`src/rtl/steer_sched.sv`:
```
// steer_sched: queues 2-bit steer commands and drives NCL DATA/NULL wavefronts.
// Define STEER_SCHED_TIMEOUT_EN to add a completion timeout with a sticky err.
module steer_sched #(
  parameter int FIFO_DEPTH  = 4,
  parameter int TIMEOUT     = 255,
  parameter int SYNC_STAGES = 2
) (
  input  logic       clk,
  input  logic       init,
  input  logic       cmd_valid,
  input  logic [1:0] cmd_dest,
  output logic       cmd_ready,
  output logic [3:0] steer,
  input  logic       steer_comp,
  output logic       busy,
  output logic       done,
  output logic [1:0] done_dest,
  output logic       err,
  input  logic       err_clr
);

  localparam int AW = $clog2(FIFO_DEPTH);
  localparam logic [AW:0] FULL = (AW+1)'(FIFO_DEPTH);

  typedef enum logic [1:0] {
    S_IDLE,
    S_DATA,
    S_NULL
  } state_t;

  state_t                 state;
  logic [1:0]             mem [FIFO_DEPTH];
  logic [AW-1:0]          wptr;
  logic [AW-1:0]          rptr;
  logic [AW:0]            count;
  logic [SYNC_STAGES-1:0] sync;
  logic                   comp_s;
  logic                   push;
  logic                   pop;
  logic [1:0]             head;
  logic [1:0]             dest_q;
  logic                   tmo_data;
  logic                   tmo_null;
  logic                   aborted;

  assign comp_s    = sync[SYNC_STAGES-1];
  assign cmd_ready = (count != FULL);
  assign push      = cmd_valid & cmd_ready;
  assign pop       = (state == S_IDLE) & (count != '0) & ~comp_s;
  assign head      = mem[rptr];
  assign busy      = (state != S_IDLE);

  always_ff @(posedge clk) begin
    if (push) mem[wptr] <= cmd_dest;
  end

  always_ff @(posedge clk or posedge init) begin
    if (init) begin
      wptr  <= '0;
      rptr  <= '0;
      count <= '0;
    end else begin
      if (push) wptr <= wptr + 1'b1;
      if (pop)  rptr <= rptr + 1'b1;
      if (push & ~pop)
        count <= count + 1'b1;
      else if (pop & ~push)
        count <= count - 1'b1;
    end
  end

  // steer_comp comes straight from the async datapath
  always_ff @(posedge clk or posedge init) begin
    if (init) sync <= '0;
    else      sync <= {sync[SYNC_STAGES-2:0], steer_comp};
  end

  always_ff @(posedge clk or posedge init) begin
    if (init) begin
      state     <= S_IDLE;
      steer     <= '0;
      dest_q    <= '0;
      done      <= 1'b0;
      done_dest <= '0;
    end else begin
      done <= 1'b0;
      unique case (state)
        S_IDLE: begin
          if (pop) begin
            steer  <= 4'b0001 << head;
            dest_q <= head;
            state  <= S_DATA;
          end
        end
        S_DATA: begin
          if (comp_s || tmo_data) begin
            steer <= '0;
            state <= S_NULL;
          end
        end
        S_NULL: begin
          if (!comp_s) begin
            done <= ~aborted;
            if (!aborted) done_dest <= dest_q;
            state <= S_IDLE;
          end else if (tmo_null) begin
            state <= S_IDLE;
          end
        end
        default: state <= S_IDLE;
      endcase
    end
  end

`ifdef STEER_SCHED_TIMEOUT_EN
  localparam int CW = ($clog2(TIMEOUT + 1) > 8) ? $clog2(TIMEOUT + 1) : 8;

  logic [CW-1:0] cnt;
  logic          at_limit;

  assign at_limit = (cnt == CW'(TIMEOUT - 1));
  assign tmo_data = (state == S_DATA) & ~comp_s & at_limit;
  assign tmo_null = (state == S_NULL) & comp_s & at_limit;

  // cnt is zero in IDLE, so entering DATA always starts from zero
  always_ff @(posedge clk or posedge init) begin
    if (init) begin
      cnt     <= '0;
      err     <= 1'b0;
      aborted <= 1'b0;
    end else begin
      if ((state == S_IDLE) || tmo_data || ((state == S_DATA) && comp_s))
        cnt <= '0;
      else
        cnt <= cnt + 1'b1;
      if (tmo_data | tmo_null)
        err <= 1'b1;
      else if (err_clr)
        err <= 1'b0;
      if (state == S_IDLE)
        aborted <= 1'b0;
      else if (tmo_data)
        aborted <= 1'b1;
    end
  end
`else
  logic unused_cfg;

  assign tmo_data   = 1'b0;
  assign tmo_null   = 1'b0;
  assign aborted    = 1'b0;
  assign err        = 1'b0;
  assign unused_cfg = err_clr ^ (TIMEOUT == 0);
`endif

endmodule

```
`config.mk`:
```
export PLATFORM = sky130hd
export DESIGN_NAME = steer_sched
export DESIGN_NICKNAME = d
export VERILOG_FILES = /design/src/rtl/steer_sched.sv
export SDC_FILE = /design/constraint.sdc
export NUM_CORES = 1
export LEC_CHECK = 0
export ABC_CLOCK_PERIOD_IN_PS = 6350
export BUFFER_PORTS_ARGS = -buffer_cell sky130_fd_sc_hd__clkbuf_2
export CORE_UTILIZATION = 59
export DETAILED_ROUTE_END_ITERATION = 12
export PLACE_DENSITY_LB_ADDON = 0.12
export SLEW_MARGIN = 20
export SYNTH_ARGS = -nofsm -noshare
export SYNTH_HDL_FRONTEND = slang
export SYNTH_SLANG_ARGS = --single-unit
```
`constraint.sdc`:
```
create_clock -name clk -period 6.35 [get_ports clk]
set_clock_uncertainty 0.15 [all_clocks]
set_input_delay 0.635 -clock clk [delete_from_list [all_inputs] [get_ports clk]]
set_output_delay 0.635 -clock clk [all_outputs]
set_load 0.05 [all_outputs]
```
# Word level (Yosys, flattened, before mapping)

Memories as Yosys holds them, arrays and structs flattened.
Index checks and enable logic that the tools add are counted.

Register bits after elaboration: 20
Latch bits: 0
RAM bits: 8
Bits in read-only memories: 0
Bits of input ports: 7
Output and inout port bits: 10
Logic and storage cells: 51
Memories kept: 1

Add/subtract/negate cells: 4
$mul: 0
Div/mod/pow operators: 0
Magnitude comparators: 0
Equality and inequality tests: 6
Shift operators: 1
Muxes and demuxes: 13
Bitwise logic cells: 8
Reduce and logical (&&, ||, !) cells: 9

Memories:

| name | words | width | rd ports | clocked after memory_dff | write ports | line | source |
|---|---|---|---|---|---|---|---|
| mem  | 4     | 2     | 1        | 0                        | 1           | 32   | `logic [1:0] mem [FIFO_DEPTH];` |

Operators by type and width:

| kind                                             | count |
|---|---|
| two-way mux 4 bit                                | 2 |
| case mux 4 bit (2 select lines)                  | 1 |
| two-way mux 2 bit                                | 3 |
| two-way mux 3 bit                                | 2 |
| inequality test 2 bit, second input constant     | 3 |
| case mux 2 bit (3 select lines)                  | 1 |
| AND reduction 3 bit                              | 2 |
| nonzero test 2 bit                               | 3 |
| bitwise AND 1 bit                                | 5 |
| adder 2 x 1 -> 2 bit, second input constant      | 2 |
| two-way mux 1 bit                                | 4 |
| AND reduction 2 bit                              | 2 |
| left shift 1 x 2 -> 4 bit, first input constant  | 1 |
| adder 3 x 1 -> 3 bit, second input constant      | 1 |
| inequality test 3 bit, second input constant     | 1 |
| inverter 1 bit                                   | 3 |
| nonzero test 3 bit                               | 1 |
| subtractor 3 x 1 -> 3 bit, second input constant | 1 |
| == test 2 x 1 -> 1 bit, second input constant    | 1 |
| == test 2 bit, second input constant             | 1 |
| logical NOT 2 bit                                | 1 |

# Longest topological paths before layout

Word-level depth: 6
Depth in mapped cells: 9
Gate-level depth less buffers: 9

# Worst setup path after synthesis

Ideal clock, no wire load.

Path kind: register to register
Start: register count[0]
End: register count[1]
Library setup time: 0.125 ns
Data arrival time: 2.148 ns
Required time: 6.075 ns
Setup slack: 3.927 ns
Cell stages (with the launch flop): 8
Path buffers: 0
Clock period less this slack: 2.423 ns
Cells stage by stage: dfrtp_1 -> nor2_1 -> nand2_1 -> and2_0 -> ha_1 -> inv_1 -> fa_1 -> mux2_2

Elaborated cells on any way between the ends: 14
Those cells by class: add/sub (2); eq/ne (1); mux (2); bitwise (7); reduce/logical (2)

RTL lines:

| element                      | line | source |
|---|---|---|
| start, declared              | 35   | `logic [AW:0] count;` |
| start signal, assigned       | 66   | `count <= count + 1'b1;` |
| start signal, assigned       | 68   | `count <= count - 1'b1;` |
| inequality test 3 bit *      | 47   | `assign cmd_ready = (count != FULL);` |
| via cmd_ready                | 12   | `output logic cmd_ready,` |
| bitwise AND 1 bit *          | 48   | `assign push = cmd_valid & cmd_ready;` |
| via push                     | 38   | `logic push;` |
| inverter 1 bit               | 67   | `else if (pop & ~push)` |
| bitwise AND 1 bit            | 67   |  |
| nonzero test 2 bit (no line) | n/a  |  |

Mark *: on every way through the listed nets, which the timed path passes. The rest lies on a longest branch. The select of a mux whose other input is x is not followed.
A chain may end at the register's enable or synchronous reset.

# Worst setup path after layout

Start: register state[0]
End: register count[1]

Word-level cells in the longest chain between the ends: 6
Elaborated cells on any way between the ends: 8
Those cells by class: mux (1); bitwise (5); reduce/logical (2)

Ends and longest elaborated chain:

| element                                                 | line | source |
|---|---|---|
| start, declared                                         | 31   | `state_t state;` |
| start signal, assigned                                  | 80   | `state <= S_IDLE;` |
| start signal, assigned                                  | 92   | `state <= S_DATA;` |
| start signal, assigned                                  | 98   | `state <= S_NULL;` |
| logical NOT 2 bit *                                     | 49   | `assign pop = (state == S_IDLE) & (count != '0) & ~comp_s;` |
| bitwise AND 1 bit * (2 in series)                       | 49   |  |
| inverter 1 bit                                          | 65   | `if (push & ~pop)` |
| bitwise AND 1 bit                                       | 65   |  |
| two-way mux 3 bit or nonzero test 2 bit (tied branches) | n/a  |  |

Mark *: on every way between the ends. The rest lies on a longest branch, timed or not.

==> reports/qor.yml <==
status: "complete, no violations"
placed_cells: 123
cts_tree: "yes"
clock_latency_ns: 0.32
synth_nets: 97
grt_first_pass_wirelength_um: 2530
n_antenna_cell: 0
vias: 652
yosys.area.top_type: "dfrtp_1"
clock.fmax_mhz: 388
synthesis.area_mm2: 0.00121
grt_use_total: 0.171
layout.nets: 114
rsz0062_at_grt: "no"
layout_worst_path_cycle_share: 0.406
relSlewSlack: 0.489
fin_hold_ws_ns: 0.217
grt-ovfl-total: 0
grt_max_degree: 21
viasPerCell: 5.13
hold_violations: 0
areaGrowthSynthToFinish_pct: 9.99
yosys_warnings: 0
synth_top_area_share: 0.412
drt-total-wl_um: 1670
clk_path_buf_depth: 2
critPathKind: "register to register"
drc: 0
switchingPower_mw: 0.276
postCtsHoldBufs: 0
finalSetupViolations: 0
numClockSinks: 28
power_frac_comb: 0.432
cts_buffers: 3
dp_hpwl_um: 1250
critPathLaunchType: "register"
avgSynthCellArea_um2: 14.5
worstHoldPathType: "register to register"
swShare: 0.408
gp_congestion: 0.691
detail_route.wl_per_cell_um: 13.1
clock_power_share: 0.122
critPathRequiredTime_ns: 6.42
seq_power_share: 0.445
drt_pass1_iterations: 4
row_count: 16
path_clk_slew_ns: 0.14
grt_pass1_vias: 577
cts_post_setup_buffers_inserted: 0
final_core_util: 0.688
worst_slew_pin_slew_ns: 0.766
cts_resized: 0
arrival_ns: 2.65
largest_reg_flops: 8
synthTopCellsByCount: "dfrtp_1 (20), edfxtp_1 (8), inv_1 (6)"
crit_fanout: 8
cts-root-buf: "clkbuf_4"
fin_cells: 127
synthesis.instances: 84
slew_violations: 0
dieHeight_um: 47.4
antenna_found_initial: 0
largestRegisters: "mem (8), steer (4), count (3)"
synth_area_leaders: "dfrtp_1 (41%), edfxtp_1 (20%), ha_1 (5.1%)"
reg2regPathDepth: 5
drtIter0Drc: 4
htreeDepth: 1
port_buffers: 14
synthArstFlopShare: 0.714
max_cap_viol_count: 0
min_from: "sync[0]"
end_kind: "register"
ys_seq_elements: 28
die_w_um: 47.4
crit_start: "state[0]"
fin_tns_setup_ns: 0
synth_edf_count: 8
dieArea_mm2: 0.00224
layout_min_cycle_time_ns: 2.58
largest-register: "mem"
coreArea_mm2: 0.00194
synthFlopType: "dfrtp_1"
p_leak_nw: 0.625
pin_count: 17
rr_startpoint: "state[0]"
nFillCells: 160
ant_nets: 0
start_util: 0.626
yosys.cell_count.top_type: "dfrtp_1"
hold_depth: 0
p_per_area_mw_per_mm2: 506
ys_seq_area_frac: 0.610
ys_types: 30
ir_worst_vdd_mv: 0.310
p_int_mw: 0.401
final_layout_size_suffix_gt1_frac: 0.310
## cells in the final DEF (no fill, tap or decap), types with 2 or more instances in the layout
cell type   n
ha_1        5
a22o_1      2
nor2_4      2
and3_1      4
xnor2_1     3
dfrtp_1    20
nand2_1     3
nor3_1      2
nor2_1      2
edfxtp_1    8
clkbuf_2   14
xor2_1      4
inv_1       6
a22o_2      2
clkbuf_4    3
mux4_2      2
mux2_2      4
## worst paths after layout
kind                             to  slack, ns
max                        count[1]       3.77
max in group asynchronous   wptr[0]       5.32
min                         sync[1]       0.22
min reg2reg                 sync[1]       0.22
min in group asynchronous  count[1]       0.26
max reg2reg                count[1]       3.77
## cell type report
class | instances | area, µm² | area share
Sequential cell | 28 | 741 | 0.554
Inverter | 6 | 22.5 | 0.0169
Multi-Input combinational cell | 48 | 433 | 0.324
Tap cell | 27 | 33.8 | 0.0253
Timing Repair Buffer | 14 | 70.1 | 0.0524
Clock buffer | 4 | 36.3 | 0.0272
## worst max-delay path: stages, from the launching register on
cell and delay (ns):
dfrtp_1 0.47, or4_1 0.79, ha_1 0.33, inv_1 0.07
fa_1 0.40, mux2_2 0.27
## power groups by stage
stage          Clock [mW]  Combinational (mW)  Sequential (mW)
3_3_place_gp            0               0.286            0.303
2_1_floorplan           0               0.186            0.357
4_1_cts            0.0869               0.296            0.302
5_1_grt            0.0934               0.320            0.312
6_report           0.0828               0.292            0.301
3_5_place_dp            0               0.295            0.307
## metal layers
layer / vias to the layer above / wire, µm / global-route usage
met2: 11 / 809 / 0.260
met1: 316 / 781 / 0.226
met4: 0 / 38 / 0.103
li1: 321 / - / -
met3: 4 / 35 / 0.0346
met5: - / 0 / 0
## kinds of logic (layout without fill, tap and decap cells)
| group | count (synthesis) | after routing | synth area share |
|---|---|---|---|
| flip-flops | 28 | 28 | 0.610 |
| XOR/XNOR | 7 | 7 | 0.0505 |
| buffers and inverters | 8 | 24 | 0.0340 |
| AO/OA/AOI/OAI | 7 | 7 | 0.0484 |
| adder cells (fa/ha/maj) | 6 | 6 | 0.0680 |
| multiplexers | 6 | 6 | 0.0741 |
| other | 1 | 1 | 0.00309 |
| AND/OR/NAND/NOR | 21 | 21 | 0.112 |
## per-stage QoR
stage                     instance area, µm²  setup slack, ns  total power, mW
final                                   1340             3.77            0.677
after global routing                    1340             3.69            0.725
after CTS                               1340             3.77            0.685
after detailed placement                1300             3.78            0.601
after global placement                  1300             3.82            0.589
after floorplan                         1210             3.93            0.543
Note: power is estimated with default switching activity, not from simulation.
